--- config.mk ---
export PLATFORM = sky130hd
export DESIGN_NAME = stream_reduction_unit_flat
export DESIGN_NICKNAME = d
export VERILOG_FILES = /design/src/rtl/stream_reduction_unit_if.sv /design/src/rtl/stream_reduction_unit.sv /design/src/flat_wrapper.sv
export SDC_FILE = /design/constraint.sdc
export NUM_CORES = 1
export LEC_CHECK = 0
export ABC_AREA = 1
export CAP_MARGIN = 20
export CORE_ASPECT_RATIO = 0.75
export CORE_MARGIN = 4
export CORE_UTILIZATION = 45
export CTS_CLUSTER_SIZE = 25
export DETAILED_ROUTE_END_ITERATION = 12
export PLACE_DENSITY = 0.71
export SKIP_CTS_REPAIR_TIMING = 1
export SLEW_MARGIN = 20
export SYNTH_ARGS = -nofsm -noshare
export SYNTH_HDL_FRONTEND = slang
export SYNTH_SLANG_ARGS = --single-unit
--- constraint.sdc ---
create_clock -name clk -period 2.5 [get_ports clk]
set_input_delay 0.375 -clock clk [delete_from_list [all_inputs] [get_ports clk]]
set_output_delay 0.375 -clock clk [all_outputs]
set_load 0.05 [all_outputs]
--- src/rtl/stream_reduction_unit_if.sv ---
// Handshake bundle between a word-stream producer and the frame reduction unit.
// The master modport is the producer/consumer side; the slave modport is the reduction unit.
interface stream_reduction_unit_if #(
    parameter int WIDTH     = 8,
    parameter int MAX_BEATS = 16
);
    localparam int CW = $clog2(MAX_BEATS + 1);

    logic [2:0]       mode;
    logic             in_valid;
    logic             in_ready;
    logic [WIDTH-1:0] in_data;
    logic             in_last;
    logic             out_valid;
    logic             out_ready;
    logic             out_result;
    logic [CW-1:0]    out_count;
    logic             out_ovf;
    logic             out_err;

    modport master (
        output mode, in_valid, in_data, in_last, out_ready,
        input  in_ready, out_valid, out_result, out_count, out_ovf, out_err
    );

    modport slave (
        input  mode, in_valid, in_data, in_last, out_ready,
        output in_ready, out_valid, out_result, out_count, out_ovf, out_err
    );
endinterface

--- src/rtl/stream_reduction_unit.sv ---
// Reduces a multi-beat frame of words to a single bit (AND/OR/XOR and their inversions),
// reporting the saturating beat count, an overflow flag and an illegal-mode flag.
module stream_reduction_unit #(
    parameter int WIDTH     = 8,
    parameter int MAX_BEATS = 16
) (
    input  logic                   clk,
    input  logic                   rst,
    stream_reduction_unit_if.slave bus
);
    localparam int            CW      = $clog2(MAX_BEATS + 1);
    localparam logic [CW-1:0] MAX_CNT = CW'(MAX_BEATS);

    typedef enum logic [1:0] {
        IDLE,
        ACCUM,
        HOLD
    } state_t;

    state_t        r_state;
    state_t        w_nextState;
    logic [2:0]    r_modeQ;
    logic          r_acc;
    logic [CW-1:0] r_cnt;
    logic          r_ovf;
    logic          r_result;
    logic [CW-1:0] r_countOut;
    logic          r_ovfOut;
    logic          r_err;

    logic          w_inReady;
    logic          w_outValid;
    logic          w_accept;
    logic [2:0]    w_modeEff;
    logic [1:0]    w_family;
    logic          w_wordRed;
    logic          w_accNext;
    logic [CW-1:0] w_cntNext;
    logic          w_ovfNext;
    logic          w_resultFinal;
    logic          w_errFinal;

    // Modes share a base operator by residue mod 3; 6 and 7 fall into the AND/OR families.
    function automatic logic [1:0] familyOf(input logic [2:0] m);
        logic [1:0] fam;
        case (m)
            3'd0, 3'd3, 3'd6: fam = 2'd0;
            3'd1, 3'd4, 3'd7: fam = 2'd1;
            default:          fam = 2'd2;
        endcase
        return fam;
    endfunction

    always_ff @(posedge clk or posedge rst) begin
        if (rst) begin
            r_state <= IDLE;
        end else begin
            r_state <= w_nextState;
        end
    end

    always_comb begin
        w_nextState = r_state;
        w_inReady   = (r_state != HOLD);
        w_outValid  = (r_state == HOLD);
        w_accept    = bus.in_valid & w_inReady;
        case (r_state)
            IDLE: begin
                if (w_accept) begin
                    w_nextState = bus.in_last ? HOLD : ACCUM;
                end
            end
            ACCUM: begin
                if (w_accept && bus.in_last) begin
                    w_nextState = HOLD;
                end
            end
            HOLD: begin
                if (bus.out_ready) begin
                    w_nextState = IDLE;
                end
            end
            default: w_nextState = IDLE;
        endcase
    end

    // Mode is taken live on the first beat and from the latched copy for the rest of the frame.
    always_comb begin
        w_modeEff = (r_state == IDLE) ? bus.mode : r_modeQ;
        w_family  = familyOf(w_modeEff);
        case (w_family)
            2'd0:    w_wordRed = &bus.in_data;
            2'd1:    w_wordRed = |bus.in_data;
            default: w_wordRed = ^bus.in_data;
        endcase

        w_accNext = w_wordRed;
        w_cntNext = CW'(1);
        w_ovfNext = 1'b0;
        if (r_state != IDLE) begin
            case (w_family)
                2'd0:    w_accNext = r_acc & w_wordRed;
                2'd1:    w_accNext = r_acc | w_wordRed;
                default: w_accNext = r_acc ^ w_wordRed;
            endcase
            w_cntNext = (r_cnt == MAX_CNT) ? r_cnt : r_cnt + CW'(1);
            w_ovfNext = r_ovf | (r_cnt == MAX_CNT);
        end

        w_errFinal = (w_modeEff >= 3'd6);
        if (w_errFinal) begin
            w_resultFinal = 1'b0;
        end else if (w_modeEff >= 3'd3) begin
            w_resultFinal = ~w_accNext;
        end else begin
            w_resultFinal = w_accNext;
        end
    end

    // Reported values load only with the last beat, so they stay put until the next frame ends.
    always_ff @(posedge clk or posedge rst) begin
        if (rst) begin
            r_modeQ    <= 3'd0;
            r_acc      <= 1'b0;
            r_cnt      <= '0;
            r_ovf      <= 1'b0;
            r_result   <= 1'b0;
            r_countOut <= '0;
            r_ovfOut   <= 1'b0;
            r_err      <= 1'b0;
        end else if (w_accept) begin
            r_acc <= w_accNext;
            r_cnt <= w_cntNext;
            r_ovf <= w_ovfNext;
            if (r_state == IDLE) begin
                r_modeQ <= bus.mode;
            end
            if (bus.in_last) begin
                r_result   <= w_resultFinal;
                r_countOut <= w_cntNext;
                r_ovfOut   <= w_ovfNext;
                r_err      <= w_errFinal;
            end
        end
    end

    assign bus.in_ready   = w_inReady;
    assign bus.out_valid  = w_outValid;
    assign bus.out_result = r_result;
    assign bus.out_count  = r_countOut;
    assign bus.out_ovf    = r_ovfOut;
    assign bus.out_err    = r_err;
endmodule

--- src/flat_wrapper.sv ---
// flat-port wrapper written by rule: the top's interface ports become plain ports
module stream_reduction_unit_flat 
#(
    parameter int WIDTH     = 8,
    parameter int MAX_BEATS = 16
)
  (clk, rst, bus_mode, bus_in_valid, bus_in_data, bus_in_last, bus_out_ready, bus_in_ready, bus_out_valid, bus_out_result, bus_out_count, bus_out_ovf, bus_out_err);
  stream_reduction_unit_if #(.WIDTH(WIDTH), .MAX_BEATS(MAX_BEATS)) bus_i ();
  input  logic clk;
  input  logic rst;
  input wire logic [$bits(bus_i.mode)-1:0] bus_mode;
  input wire logic [$bits(bus_i.in_valid)-1:0] bus_in_valid;
  input wire logic [$bits(bus_i.in_data)-1:0] bus_in_data;
  input wire logic [$bits(bus_i.in_last)-1:0] bus_in_last;
  input wire logic [$bits(bus_i.out_ready)-1:0] bus_out_ready;
  output wire logic [$bits(bus_i.in_ready)-1:0] bus_in_ready;
  output wire logic [$bits(bus_i.out_valid)-1:0] bus_out_valid;
  output wire logic [$bits(bus_i.out_result)-1:0] bus_out_result;
  output wire logic [$bits(bus_i.out_count)-1:0] bus_out_count;
  output wire logic [$bits(bus_i.out_ovf)-1:0] bus_out_ovf;
  output wire logic [$bits(bus_i.out_err)-1:0] bus_out_err;
  assign bus_i.mode = bus_mode;
  assign bus_i.in_valid = bus_in_valid;
  assign bus_i.in_data = bus_in_data;
  assign bus_i.in_last = bus_in_last;
  assign bus_i.out_ready = bus_out_ready;
  assign bus_in_ready = bus_i.in_ready;
  assign bus_out_valid = bus_i.out_valid;
  assign bus_out_result = bus_i.out_result;
  assign bus_out_count = bus_i.out_count;
  assign bus_out_ovf = bus_i.out_ovf;
  assign bus_out_err = bus_i.out_err;
  stream_reduction_unit #(.WIDTH(WIDTH), .MAX_BEATS(MAX_BEATS)) u_core (.clk(clk), .rst(rst), .bus(bus_i));
endmodule
==> After elaboration in Yosys (flattened, before gate mapping) <==
Index checks and enable logic that the tools add are counted.
{ "totals": {"reg_bits": 20, "input_bits": 16, "out_inout_bits": 10, "elab_cells": 58} }
{ "op_classes": {"n_addsub": 1, "magnitude_cmp": 2, "n_eq_ne": 13, "muxes": 15, "n_bitwise": 6, "reduce_logical": 12} }
{ "ops": {"columns": ["op", "n"], "rows": [
  ["$mux 5", 2],
  ["$eq 3x3->1 const B", 3],
  ["$mux 2", 4],
  ["$reduce_and 8->1", 1],
  ["$reduce_or 8->1", 1],
  ["$reduce_xor 8->1", 1],
  ["$pmux 2 s3", 1],
  ["$reduce_or 3->1", 2],
  ["$add 5x1->5 const B", 1],
  ["$eq 5x5->1 const B", 1],
  ["$eq 2x1->1 const B", 2],
  ["$logic_not 2->1", 2],
  ["$mux 1", 4],
  ["$ne 2x1->1 const B", 2],
  ["$ne 2x2->1 const B", 2],
  ["$pmux 1 s2", 2],
  ["$pmux 2 s2", 1],
  ["$eq 3x1->1 const B", 1],
  ["$eq 3x2->1 const B", 1],
  ["$ge 3x2->1 const B", 1],
  ["$ge 3x3->1 const B", 1],
  ["$logic_not 3->1", 1],
  ["$mux 3", 1],
  ["$reduce_and 3->1", 1],
  ["other kinds (8)", 10]
]} }

==> Depth between registers and ports, before layout <==
Gate-level depths: netlist of run 1.
{ "depth": {"depth_word": 13, "ltp_mapped": 17} }

==> Least setup slack after synthesis of run 1 <==
OpenSTA, ideal clock, no wires.
{ "synth_timing": {"kind": "register -> register", "startpoint": "register u_core.r_state[1]", "endpoint": "register u_core.r_state[1]", "setup_time_ps": 67, "arrival_time_ps": 2189, "required_ps": 2433, "setup_slack_ps": 245, "stages_incl_launch_ff": 6, "n_path_buf": 0, "synth_period_minus_slack_ps": 2255, "path_cell_list": "dfrtp_1 -> inv_2 -> nor2_1 -> inv_1 -> o21ai_0 -> o2111a_1"} }
{ "synth_between": {"word_cells_on_any_way": 11, "cone_classes": "eq/ne: 6; mux: 1; bitwise: 1; reduce/logical: 3"} }
{ "synth_lines": {"columns": ["element", "line_no", "rtl"], "rows": [
  ["from (decl)", "stream_reduction_unit.sv:20", "state_t r_state;"],
  ["from (signal assigned)", "stream_reduction_unit.sv:58", "r_state <= w_nextState;"],
  ["$eq 2x2->1 (*)", null, null],
  ["named net bus_out_valid", "flat_wrapper.sv:17", "output wire logic [$bits(bus_i.out_valid)-1:0] bus_out_valid;"],
  ["$ne 2x2->1 (no line)", null, null],
  ["$reduce_and 3->1 (no line)", null, null]
]} }
Mark *: on every way through the listed nets, which the timed path passes. The rest lies on a longest branch.
A chain may end at the register's enable or synchronous reset.

==> Worst setup path in the final report of run 1 <==
{ "layout_timing": {"startpoint": "input bus_in_data[2]", "endpoint": "register u_core.r_result, in the netlist u_core.bus.out_result"} }
{ "layout_between": {"elab_chain_cells": 8, "word_cells_on_any_way": 12, "cone_classes": "mux: 5; bitwise: 4; reduce/logical: 3"} }
{ "layout_lines": {"columns": ["element", "line_no", "rtl"], "rows": [
  ["from (decl)", "flat_wrapper.sv:13", "input wire logic [$bits(bus_i.in_data)-1:0] bus_in_data;"],
  ["$reduce_xor 8->1, or another cell as far along", "stream_reduction_unit.sv:94", "default: w_wordRed = ^bus.in_data;"],
  ["$pmux 1 s2 (*)", "stream_reduction_unit.sv:91", "case (w_family)"],
  ["$xor 1x1->1, or another cell as far along", "stream_reduction_unit.sv:104", "default: w_accNext = r_acc ^ w_wordRed;"],
  ["$pmux 1 s2", "stream_reduction_unit.sv:101", "case (w_family)"],
  ["$mux 1 (*)", "stream_reduction_unit.sv:100", "if (r_state != IDLE) begin"],
  ["$not 1->1", "stream_reduction_unit.sv:114", "w_resultFinal = ~w_accNext;"],
  ["$mux 1 (*)", "stream_reduction_unit.sv:113", "end else if (w_modeEff >= 3'd3) begin"],
  ["$mux 1 (*)", "stream_reduction_unit.sv:111", "if (w_errFinal) begin"],
  ["to (signal assigned)", "stream_reduction_unit.sv:139", "r_result <= w_resultFinal;"],
  ["to (decl)", "stream_reduction_unit.sv:26", "logic r_result;"]
]} }
Mark *: on every way between the ends. The rest lies on a longest branch, timed or not.

==> metrics.txt, run 1 <==
Seq/Total Area, Yosys=37.3%; Worst Max-Slew Pin Slew=0.763 ns; Die Ht=55.3 um; Max-slew headroom=49.1%; Overall Power=2.07 mW; H-tree lvl count=1; largest net degree at the start of global routing=21; Worst Path Max Fanout=3; GR peak layer=met2; Vias/cell=4.91; First DRT Iteration DRCs=57; Yosys Warn Count=0; # clock sinks=20; Die X-Extent=71.0 um; unrepaired setup endpoints after global routing=no; routed length per instance=12.0 um; leakage=0.819 nW; NetSw=1.07 mW; CTS Buffer Depth=2; maximum capacitance violations=0; Core Util, Final=61.4%; CP Capture Type=flip-flop; Unique masters post-synth=25; Mapped Cells=169; drt pass-1 iters=4; flops & latches, synth=20; CTS Buf Count=3; crit share post-route=91.7%; Detailed Place HPWL=2240 um; Mapped Avg Cell Area=7.94 sq um; Filler cells=253; most common cell after layout, fill and taps aside=nand2_1; Int Power=0.995 mW; count of final setup violators=0; total die area=3930 sq um; startpoint types=primary input; met3 Resource Use GR=4.53%; dpl cells=228; Max Clock Freq=436 MHz; first-pass GRT wire length=5140 um; n_diodes=0; dpl ws=-0.0778 ns; most frequent cells in the layout=nand2_1, inv_1, clkdlybuf4s50_1, dfrtp_1, o21ai_0; DP Area=1630 sq um; Max VDD drop=936 uV; Syn Nets=196; M2 GR Usage=26.3%; power share of the sequential group=25.5%; port bufs=25; sw frac=51.9%; Clock Pin Slew Worst Setup and Hold Paths=0.07 ns; Core Rows=16; status=complete, no violations; Hold Path Class=reg -> reg; GRT Util Overall=16.1%; final-stage net count=224; initial antenna violation count=0; WP data required=2.65 ns; CP Class=in -> reg; Cell Area, Synth=1340 sq um; area delta synth->final=24.7%; final hold vios=0; Starting Density=49.3%; vias in the first global route=1151; ratio of cells with drive above 1 in the final layout=14.4%; Cell Pwr Density=1240 nW/um^2; residual DRC count=0; Worst-Skew Late Latency=0.26 ns; final wirelength=2780 um; antenna viol nets, final=0; TritonCTS clock tree=built; core area=2720 sq um; Slew Viols, Final=0; arrival time worst endpoint=2.44 ns; Period minus WS final=2.29 ns; # IOs=26; final setup margin=0.208 ns; fin cells=231; combinational share of power=64.4%; clk root buf=clkbuf_8; GR Util met1=21.2%; vias=1135; post-route cell area=1670 sq um; Final GP Congestion=0.767; Clock Skew=0.00415 ns; gr ovfl total=0; Clock power frac=10.1%
## cell type report
type	instances	area (sq um)	share of cell area, %
sequential	20	500	29.9
timing repair buffer	26	258	15.4
inverter	29	109	6.51
tap	36	45.0	2.69
clock buffer	3	41.3	2.47
multi-input combinational	117	719	43.0
## critical path, cell delays in order
cell	delay, ns
clkdlybuf4s50_1	0.49
inv_1	0.05
ha_1	0.30
xnor2_1	0.19
xnor2_1	0.11
nand2_1	0.08
nand3_2	0.10
ha_1	0.30
nand2_1	0.06
nand3_1	0.08
nand2_2	0.08
nand3_1	0.08
nand3_1	0.10
nand2_1	0.05
## cell families (layout without fill, tap and decap cells)
| kind of cell | Yosys count | after routing | synth area share, % |
|---|---|---|---|
| fa+ha+maj | 11 | 11 | 10.3 |
| simple gates | 77 | 77 | 29.8 |
| flops | 20 | 20 | 37.3 |
| buf+inv | 32 | 58 | 9.05 |
| compound gates | 23 | 23 | 9.70 |
| xor+xnor | 6 | 6 | 3.92 |
## state kept, by name, indices dropped and copies added, names as in the netlist
signal / cells
u_core.bus.out_err: 1
u_core.r_acc: 1
u_core.bus.out_count: 5
u_core.r_ovf: 1
u_core.bus.out_result: 1
u_core.bus.out_ovf: 1
u_core.r_cnt: 5
u_core.r_modeQ: 3
u_core.r_state: 2
## per-layer routing
metal	wire (um)	part of all wire (%)
met4	8	0.29
met3	130	4.7
met2	1280	46
met1	1360	49
met5	0	0
## synthesized netlist by cell type
library cell,number,area [sq um]
a21oi_1,5,25.0
a31oi_1,1,6.26
buf_2,1,5.00
clkbuf_1,2,7.51
dfrtp_1,20,500
ha_1,11,138
inv_1,25,93.8
inv_2,4,15.0
nand2_1,39,146
nand2_2,9,56.3
nand2_4,2,22.5
nand2_8,1,20.0
nand3_1,10,50.1
nand3_2,4,40.0
nand4_1,3,18.8
nor2_1,6,22.5
nor2_2,1,6.26
nor2_4,1,11.3
nor3_1,1,5.00
o2111a_1,1,11.3
o21ai_0,13,65.1
o21ai_1,1,5.00
o21ai_2,2,17.5
xnor2_1,4,35.0
xor2_1,2,17.5
## power groups by stage
stage,Clock (mW),Combinational (mW),Sequential [mW]
after CTS,0.213,1.34,0.526
after detailed placement,0,1.34,0.531
after global routing,0.227,1.49,0.543
after global placement,0,1.28,0.525
after floorplan,0,0.870,0.663
final,0.209,1.33,0.526
## final timing paths
kind	startpoint	endpoint	slack [ns]	cells past startpoint
hold reg to reg	u_core.bus.out_ovf$_DFFE_PP0P_	u_core.bus.out_ovf$_DFFE_PP0P_	0.48	2
min in group asynchronous	rst	u_core.r_cnt[3]$_DFFE_PP0P_	0.55	2
setup reg to reg	u_core.r_state[0]$_DFFE_PP0P_	u_core.bus.out_result$_DFFE_PP0P_	0.31	15
hold / removal	u_core.bus.out_ovf$_DFFE_PP0P_	u_core.bus.out_ovf$_DFFE_PP0P_	0.48	2
setup / recovery	bus_in_data[2]	u_core.bus.out_result$_DFFE_PP0P_	0.21	14
max in group asynchronous	rst	u_core.bus.out_count[0]$_DFFE_PP0P_	1.47	2
## per-stage QoR
stage	hold WS, ns	TNS, ns
2_1_floorplan	0.339	0
3_3_place_gp	0.457	0
3_5_place_dp	0.468	-0.0778
4_1_cts	0.485	0
5_1_grt	0.517	0
6_report	0.481	0
Power figures use the tool's default switching activity.
==> inputs of run 2 (changes only) <==
Settings changed: GPL_ROUTABILITY_DRIVEN set to 0.
==> results of run 2 <==
Same layout as run 1: the final DEF is identical, and so are final timing and power.
==> inputs of run 3 (changes only) <==
Settings changed: HOLD_SLACK_MARGIN set to 0.05.
==> results of run 3 <==
Same layout as run 1: the final DEF is identical, and so are final timing and power.
